## src/rtl/output_arbiter_if.sv

```systemverilog
// Request/grant bundle between the rx units, the downstream channel and the output arbiter.
// master: arbiter side (consumes requests, drives grants). slave: requester/environment side.
interface output_arbiter_if #(
    parameter int unsigned PORTS     = 5,
    parameter int unsigned PORT_BITS = 3
);
    logic [PORTS-1:0]     sw_req;
    logic                 out_ready;
    logic [PORTS-1:0]     sw_gnt;
    logic [PORT_BITS-1:0] sw_sel;
    logic                 busy;
    logic                 timeout_err;

    modport master (
        input  sw_req,
        input  out_ready,
        output sw_gnt,
        output sw_sel,
        output busy,
        output timeout_err
    );

    modport slave (
        output sw_req,
        output out_ready,
        input  sw_gnt,
        input  sw_sel,
        input  busy,
        input  timeout_err
    );
endinterface

```

## src/rtl/output_arbiter.sv

```systemverilog
// Round-robin arbiter for one shared output channel.
// A grant is held until the owner drops its request; one IDLE cycle always separates grants.
// Optional feature: define OUTPUT_ARBITER_TIMEOUT_EN to revoke grants held for TIMEOUT cycles
// and pulse timeout_err; otherwise grants are held indefinitely and timeout_err is tied low.
module output_arbiter #(
    parameter int unsigned PORTS     = 5,
    parameter int unsigned PORT_BITS = 3,
    parameter int unsigned TIMEOUT   = 64
) (
    input  logic             clk,
    input  logic             reset,
    output_arbiter_if.master bus
);
    // Requests padded to the full index range so any PORT_BITS index is a legal select.
    localparam int unsigned Slots = 2 ** PORT_BITS;

    typedef enum logic [0:0] {StIdle, StGrant} state_e;

    state_e               state_q, state_d;
    logic [PORTS-1:0]     gnt_q, gnt_d;
    logic [PORT_BITS-1:0] sel_q, sel_d;
    logic [PORT_BITS-1:0] ptr_q, ptr_d;
    logic                 busy_q, busy_d;

`ifdef OUTPUT_ARBITER_TIMEOUT_EN
    localparam int unsigned CntW = $clog2(TIMEOUT);
    logic [CntW-1:0] cnt_q, cnt_d;
    logic            tout_q, tout_d;
`endif

    logic [Slots-1:0]     req_ext;
    logic [Slots-1:0]     one_hot;
    logic                 win_found;
    logic [PORT_BITS-1:0] win_idx;
    logic [PORT_BITS-1:0] idx;
    int                   cand;

    // Round-robin pick: first requester above ptr, wrapping, with ptr itself checked last.
    always_comb begin
        req_ext   = '0;
        req_ext[PORTS-1:0] = bus.sw_req;
        win_found = 1'b0;
        win_idx   = '0;
        idx       = '0;
        cand      = 0;
        // Scan from the farthest offset down so the nearest requester is assigned last.
        for (int i = int'(PORTS); i >= 1; i--) begin
            cand = int'(ptr_q) + i;
            if (cand >= int'(PORTS)) begin
                cand = cand - int'(PORTS);
            end
            idx = PORT_BITS'(cand);
            if (req_ext[idx]) begin
                win_found = 1'b1;
                win_idx   = idx;
            end
        end
    end

    // Next-state logic for the IDLE/GRANT controller.
    always_comb begin
        state_d = state_q;
        gnt_d   = gnt_q;
        sel_d   = sel_q;
        ptr_d   = ptr_q;
        busy_d  = busy_q;
        one_hot = Slots'(1) << win_idx;
`ifdef OUTPUT_ARBITER_TIMEOUT_EN
        cnt_d   = cnt_q;
        tout_d  = 1'b0;
`endif
        unique case (state_q)
            StIdle: begin
                if (bus.out_ready && win_found) begin
                    state_d = StGrant;
                    gnt_d   = one_hot[PORTS-1:0];
                    sel_d   = win_idx;
                    busy_d  = 1'b1;
`ifdef OUTPUT_ARBITER_TIMEOUT_EN
                    cnt_d   = '0;
`endif
                end
            end
            StGrant: begin
                // sel_q keeps its value on release so the crossbar select stays stable.
                if (!req_ext[sel_q]) begin
                    state_d = StIdle;
                    gnt_d   = '0;
                    busy_d  = 1'b0;
                    ptr_d   = sel_q;
                end
`ifdef OUTPUT_ARBITER_TIMEOUT_EN
                else if (cnt_q == CntW'(TIMEOUT - 1)) begin
                    state_d = StIdle;
                    gnt_d   = '0;
                    busy_d  = 1'b0;
                    ptr_d   = sel_q;
                    tout_d  = 1'b1;
                end else begin
                    cnt_d = cnt_q + 1'b1;
                end
`endif
            end
            default: begin
                state_d = StIdle;
            end
        endcase
    end

    // State registers with synchronous active-low reset; ptr resets so port 0 wins first.
    always_ff @(posedge clk) begin
        if (!reset) begin
            state_q <= StIdle;
            gnt_q   <= '0;
            sel_q   <= '0;
            ptr_q   <= PORT_BITS'(PORTS - 1);
            busy_q  <= 1'b0;
`ifdef OUTPUT_ARBITER_TIMEOUT_EN
            cnt_q   <= '0;
            tout_q  <= 1'b0;
`endif
        end else begin
            state_q <= state_d;
            gnt_q   <= gnt_d;
            sel_q   <= sel_d;
            ptr_q   <= ptr_d;
            busy_q  <= busy_d;
`ifdef OUTPUT_ARBITER_TIMEOUT_EN
            cnt_q   <= cnt_d;
            tout_q  <= tout_d;
`endif
        end
    end

    assign bus.sw_gnt = gnt_q;
    assign bus.sw_sel = sel_q;
    assign bus.busy   = busy_q;
`ifdef OUTPUT_ARBITER_TIMEOUT_EN
    assign bus.timeout_err = tout_q;
`else
    assign bus.timeout_err = 1'b0;
`endif

endmodule

```

## src/flat_wrapper.sv

```systemverilog
// flat-port wrapper written by rule: the top's interface ports become plain ports
module output_arbiter_flat 
#(
    parameter int unsigned PORTS     = 5,
    parameter int unsigned PORT_BITS = 3,
    parameter int unsigned TIMEOUT   = 64
)
  (clk, reset, bus_sw_req, bus_out_ready, bus_sw_gnt, bus_sw_sel, bus_busy, bus_timeout_err);
  output_arbiter_if #(.PORTS(PORTS), .PORT_BITS(PORT_BITS)) bus_i ();
  input  logic clk;
  input  logic reset;
  input wire logic [$bits(bus_i.sw_req)-1:0] bus_sw_req;
  input wire logic [$bits(bus_i.out_ready)-1:0] bus_out_ready;
  output wire logic [$bits(bus_i.sw_gnt)-1:0] bus_sw_gnt;
  output wire logic [$bits(bus_i.sw_sel)-1:0] bus_sw_sel;
  output wire logic [$bits(bus_i.busy)-1:0] bus_busy;
  output wire logic [$bits(bus_i.timeout_err)-1:0] bus_timeout_err;
  assign bus_i.sw_req = bus_sw_req;
  assign bus_i.out_ready = bus_out_ready;
  assign bus_sw_gnt = bus_i.sw_gnt;
  assign bus_sw_sel = bus_i.sw_sel;
  assign bus_busy = bus_i.busy;
  assign bus_timeout_err = bus_i.timeout_err;
  output_arbiter #(.PORTS(PORTS), .PORT_BITS(PORT_BITS), .TIMEOUT(TIMEOUT)) u_core (.clk(clk), .reset(reset), .bus(bus_i));
endmodule
```

## config.mk

```make
export PLATFORM = sky130hd
export DESIGN_NAME = output_arbiter_flat
export DESIGN_NICKNAME = d
export VERILOG_FILES = /design/src/rtl/output_arbiter_if.sv /design/src/rtl/output_arbiter.sv /design/src/flat_wrapper.sv
export SDC_FILE = /design/constraint.sdc
export NUM_CORES = 1
export LEC_CHECK = 0
export CAP_MARGIN = 20
export CORE_ASPECT_RATIO = 1.25
export CORE_MARGIN = 5
export CORE_UTILIZATION = 40
export DETAILED_ROUTE_END_ITERATION = 10
export PLACE_DENSITY = 0.69
export SLEW_MARGIN = 10
export SYNTH_ARGS = -nofsm -noshare
export SYNTH_HDL_FRONTEND = slang
export SYNTH_SLANG_ARGS = --single-unit
```

## constraint.sdc

```tcl
create_clock -name clk -period 3.8 [get_ports clk]
set_clock_uncertainty 0.2 [all_clocks]
set_input_delay 0.57 -clock clk [delete_from_list [all_inputs] [get_ports clk]]
set_output_delay 0.57 -clock clk [all_outputs]
set_load 0.005 [all_outputs]
```

==> metrics.yaml, run 1 <==
outcome: "finished, final reports clean"
place_congestion: 0.882
hold_class: "reg2reg"
synth_seq_area_share_pct: 14.9
end_kind: "flop"
grt_usage_pct: 16.0
required_ns: 3.74
fin_tns_setup_ns: 0
power_w: 0.000720
wire_per_inst_um: 15.8
power_density_nw_per_um2: 354
grt_pass1_wl_um: 7760
ys_types: 67
ys.flop_type: "dfxtp_1"
ir_worst_vdd_mv: 0.271
async_flop_share_pct: 0
syn_area_um2: 1740
gr-total-overflow: 0
synth.most_common_cell: "nor2_1"
synth-seq-cells: 13
syn_nets: 227
worstSkewPairLatency_ns: 0.25
hpwlAfterDp_um: 3460
grt_pass1_vias: 1663
place_ws_ns: 0.222
power.leakage_nw: 0.780
placementRows: 26
drcViolationCount: 0
io_buffer_count: 16
report.final.hold_viol_count: 0
cts_tree: "yes"
final_core_util_pct: 48.8
cts_buffer_depth: 2
netlist_instances: 209
final_layout_size_suffix_gt1_share_pct: 17.8
syn-mean-instance-area_um2: 8.35
cts_hold_buf: 0
initial_utilization_pct: 41.9
synthTopCellsByCount: "nor2_1 (15), a21oi_1 (14), dfxtp_1 (13), nand2_1 (13), nand2b_1 (12)"
die_y_um: 83.8
arrival_ns: 3.43
crit_type: "reg2reg"
min_period_ns: 3.49
clk_pin_slew_ns: 0.06
synth-edff-count: 0
postCtsSetupBuffers: 0
slew_violations: 0
fin_area_um2: 2030
drtIter0Drc: 127
antennaDiodeCount: 0
numCtsBuffers: 3
root_buffer: "clkbuf_8"
crit_fanout: 9
firstDrtPassIters: 4
setup_viol: 0
max_cap_viol_count: 0
cts_sinks: 13
syn2layout_area_growth_pct: 16.6
avgViaCountPerCell: 5.83
drt_wl_total_um: 4510
synth_largest_area_cell: "dfxtp_1"
cts-resized-gates: 0
cp-start-kind: "flop"
synth_area_leaders: "dfxtp_1 (15%), ha_1 (6.5%), mux4_1 (4.5%), nand2b_1 (4.3%), a21oi_1 (4.0%)"
core_um2: 4160
num_io_pins: 18
yosysTopAreaCellShare_pct: 14.9
min_period_over_period_pct: 91.8
dieArea_um2: 5790
antenna_found_initial: 0
clock.fmax_ghz: 0.287
vias: 1666
ant_nets: 0
yosys_warnings: 0
postPlaceCellArea_um2: 1990
worst_slack_ns: 0.312
nets: 249
rsz0062_at_grt: "false"
die-width_um: 69.1
htree_levels: 1
grt_max_degree: 25
[stage by stage]
step	cells	hold WS, ns
3_5_place_dp	282	0.247
4_1_cts	286	0.266
5_1_grt	286	0.293
6_report	286	0.267
3_3_place_gp	282	0.250
2_1_floorplan	209	0.249
[area by class of cell]
class	instances	area, um2
repair buffers	30	265
clock buffers	4	45.0
multi-input cells	170	1340
well taps	56	70.1
fillers	429	2130
flip-flops and latches	13	260
inverters	13	48.8
[critical path: stages, from the launching register on]
cell and delay, ns:
dfxtp_1 0.45, inv_1 0.20, ha_1 0.36, mux4_1 0.60
mux2i_1 0.28, a2bb2oi_2 0.19, inv_2 0.07, nor4b_4 0.38
a311oi_4 0.19, and3_4 0.22, a32o_2 0.25
[state kept, by name (all words and copies together) (netlist names)]
register and flops:
u_core.ptr_q 3, u_core.bus.sw_gnt 5, u_core.bus.sw_sel 3, u_core.bus.busy 1, u_core.state_q 1
[where the power goes]
part	leakage, nW	switching (W)	total [W]	internal (W)
Sequential	0.106	0.0000219	0.000177	0.000155
Clock	0.0228	0.0000497	0.000124	0.0000741
Combinational	0.651	0.000222	0.000418	0.000197
Total	0.780	0.000293	0.000720	0.000426
[routing by layer]
layer | vias to the layer above | routed length, um | global-route usage [%]
met1 | 776 | 1950 | 20.0
met5 | - | 0 | 0
met3 | 8 | 180 | 1.69
met4 | 0 | 81 | 6.57
li1 | 829 | - | -
met2 | 53 | 2290 | 27.7
[cells by family after synthesis]
kind of cell,share of synthesized area [%]
AND/OR/NAND/NOR,24.9
AO/OA/AOI/OAI,28.9
buffers and inverters,8.03
multiplexers,12.4
flip-flops,14.9
adder cells (fa/ha/maj),7.60
XOR/XNOR,3.01
other,0.215
[path summary, 6_finish.rpt]
check | cells after the start | to | slack [ns] | startpoint
setup / recovery | 10 | u_core.bus.sw_gnt[2] | 0.31 | u_core.ptr_q[1]
hold reg to reg | 2 | u_core.bus.sw_gnt[1] | 0.27 | u_core.bus.sw_gnt[1]
setup reg to reg | 10 | u_core.bus.sw_gnt[2] | 0.31 | u_core.ptr_q[1]
hold / removal | 2 | u_core.bus.sw_gnt[1] | 0.27 | u_core.bus.sw_gnt[1]
[layout by cell type (no fill, tap or decap), types with 2 or more instances in the layout]
cell / count
o32ai_1: 3
o2111ai_1: 2
a21oi_1: 14
o211a_1: 2
and4_1: 2
nand3_1: 5
mux4_1: 3
buf_4: 14
ha_1: 9
nand2_1: 13
a32o_2: 2
or2b_1: 2
nand2b_1: 12
nor2_1: 15
o221ai_1: 2
dfxtp_1: 13
clkdlybuf4s50_1: 16
o22ai_1: 4
xnor2_1: 6
o21bai_1: 3
nand3b_1: 2
o21ai_0: 7
clkbuf_8: 3
nor3_1: 6
mux2_2: 4
nor4_1: 2
and2_1: 2
inv_1: 11
a31oi_1: 2
mux2i_1: 7
inv_2: 2
o21a_1: 2
nor2b_1: 5
Power figures use the tool's default switching activity.
==> inputs of run 2 (changes only) <==
--- a/config.mk
+++ b/config.mk
@@ -5,9 +5,9 @@
 export SDC_FILE = /design/constraint.sdc
 export NUM_CORES = 1
 export LEC_CHECK = 0
+export ABC_AREA = 0
 export CAP_MARGIN = 20
 export CORE_ASPECT_RATIO = 1.25
-export CORE_MARGIN = 5
 export CORE_UTILIZATION = 40
 export DETAILED_ROUTE_END_ITERATION = 10
 export PLACE_DENSITY = 0.69
==> metrics.yaml, run 2 (synthesis gave the netlist of run 1 again) <==
num_io_pins: 18  # unchanged
rrSetupSlack_ns: 0.32  # was 0.31 ns
worstSkewPairLatency_ns: 0.24  # was 0.25 ns
rr_worst_depth: 10  # unchanged
grt_max_degree: 18  # was 25
r2r_end: "u_core.bus.sw_gnt[2]"  # unchanged
tightest_slew_ns: 0.695
report.final.hold_viol_count: 0  # unchanged
cp.depth: 10  # unchanged
crit_type: "reg2reg"  # unchanged
cts_buffer_depth: 2  # unchanged
syn2layout_area_growth_pct: 16.6  # unchanged
setup_viol: 0  # unchanged
dieArea_um2: 4630  # was 5790 um2
outcome: "finished, final reports clean"  # unchanged
placementRows: 26  # unchanged
ant_nets: 0  # unchanged
htree_levels: 1  # unchanged
critPathLaunch: "u_core.ptr_q[1]"  # unchanged
final_layout_size_suffix_gt1_share_pct: 17.8  # unchanged
place_ws_ns: 0.303  # was 0.222 ns
cts-resized-gates: 0  # unchanged
arrival_ns: 3.41  # was 3.43 ns
drtIter0Drc: 57  # was 127
hpwlAfterDp_um: 3560  # was 3460 um
place_congestion: 0.939  # was 0.882
initial_utilization_pct: 42.2  # was 41.9%
drt_wl_total_um: 4620  # was 4510 um
antenna_found_initial: 0  # unchanged
wire_per_inst_um: 16.2  # was 15.8 um
grt_usage_pct: 21.6  # was 16.0%
avgViaCountPerCell: 5.87  # was 5.83
min_period_over_period_pct: 91.6  # was 91.8%
min_period_ns: 3.48  # was 3.49 ns
cp_num_buf_inv: 2  # unchanged
crit_path_end: "u_core.bus.sw_gnt[2]"  # unchanged
clock.fmax_ghz: 0.287  # about the same
path_cells: "inv_1, ha_1, mux4_1, mux2i_1, a2bb2oi_2, inv_2, nor4b_4, a311oi_4, and3_4, a32o_2"  # unchanged
cp-start-kind: "flop"  # unchanged
vias: 1679  # was 1666
max_stage_delay_ns: 0.58  # was 0.60 ns
core_um2: 4130  # was 4160 um2
crit_family: "multiplexers"  # unchanged
cts_sinks: 13  # unchanged
worst_slack_ns: 0.318  # was 0.312 ns
io_buffer_count: 16  # unchanged
max_cap_viol_count: 0  # unchanged
numCtsBuffers: 3  # unchanged
slowest_stage: "mux4_1"  # unchanged
die-width_um: 61.1  # was 69.1 um
hold_class: "reg2reg"  # unchanged
crit_fanout: 9  # unchanged
clk_pin_slew_ns: 0.05  # was 0.06 ns
postCtsSetupBuffers: 0  # unchanged
ir_worst_vdd_mv: 0.316  # was 0.271 mV
nets: 249  # unchanged
power.leakage_nw: 0.780  # about the same
drcViolationCount: 0  # unchanged
grt_pass1_wl_um: 7490  # was 7760 um
firstDrtPassIters: 4  # unchanged
gr-total-overflow: 0  # unchanged
nFillCells: 405  # was 429
layout_common_cells: "clkdlybuf4s50_1 (16), nor2_1 (15), a21oi_1 (14), buf_4 (14)"  # unchanged
end_kind: "flop"  # unchanged
power_density_nw_per_um2: 354  # about the same
cts_hold_buf: 0  # unchanged
root_buffer: "clkbuf_8"  # unchanged
rsz0062_at_grt: "false"  # unchanged
slew_headroom_pct: 53.0
antennaDiodeCount: 0  # unchanged
fin_tns_setup_ns: 0  # unchanged
largest_register_ffs: 5  # unchanged
slew_violations: 0  # unchanged
grt_pass1_vias: 1611  # was 1663
cts_tree: "yes"  # unchanged
required_ns: 3.73  # was 3.74 ns
die_y_um: 75.8  # was 83.8 um
final_common_cell: "clkdlybuf4s50_1"  # unchanged
reg2reg_from: "u_core.ptr_q[1]"  # unchanged
-- run 2: cell counts in the layout (fill, tap and decap cells not counted) --
Identical to the previous run, type by type.
-- run 2: power by group --
group / internal, W / switching, W / total (W)
clock: 0.0000738 / 0.0000458 / 0.000120
combinational: 0.000198 / 0.000228 / 0.000425
sequential: 0.000156 / 0.0000200 / 0.000176
total: 0.000427 / 0.000293 / 0.000721
-- run 2: final cells by class --
cell class              count  area (um2)  share of cell area (%)
repair buffers             30         265                    13.0
inverters                  13        48.8                    2.40
clock buffers               4        45.0                    2.22
multi-input cells         170        1340                    66.1
flip-flops and latches     13         260                    12.8
well taps                  56        70.1                    3.45
-- run 2: how the worst min path moves through the flow --
stage,startpoint,end,depth (start not counted)
3_3_place_gp,u_core.bus.sw_gnt[1],u_core.bus.sw_gnt[1],2
5_1_grt,u_core.bus.sw_gnt[0],u_core.bus.sw_gnt[0],2
4_1_cts,u_core.bus.sw_gnt[1],u_core.bus.sw_gnt[1],2
3_5_place_dp,u_core.bus.sw_gnt[1],u_core.bus.sw_gnt[1],2
6_report,u_core.bus.sw_gnt[1],u_core.bus.sw_gnt[1],2
2_1_floorplan,u_core.bus.sw_gnt[0],u_core.bus.sw_gnt[0],2
-- run 2: routing by layer --
layer	share of wire, %	routed length [um]	global-route usage [%]
met5	0	0	0
met2	50	2320	37.3
met4	2.7	127	8.84
met1	43	2000	27.2
met3	3.7	173	2.04
-- run 2: worst reg2reg max path: stages, from the launching register on --
cell	delay [ns]
dfxtp_1	0.44
inv_1	0.20
ha_1	0.36
mux4_1	0.58
mux2i_1	0.25
a2bb2oi_2	0.19
inv_2	0.08
nor4b_4	0.38
a311oi_4	0.20
and3_4	0.23
a32o_2	0.26
-- run 2: stage by stage --
step / hold slack, ns / cell area, um2 / total power (W) / std cells / utilization, %
floorplan: 0.249 / 1740 / 0.000483 / 209 / -
global placement: 0.261 / 1990 / 0.000591 / 282 / 48.1
detailed placement: 0.252 / 1990 / 0.000596 / 282 / 48.1
CTS: 0.260 / 2030 / 0.000719 / 286 / 49.2
global route: 0.289 / 2030 / 0.000769 / 286 / 49.2
finish: 0.253 / 2030 / 0.000721 / 286 / 49.2
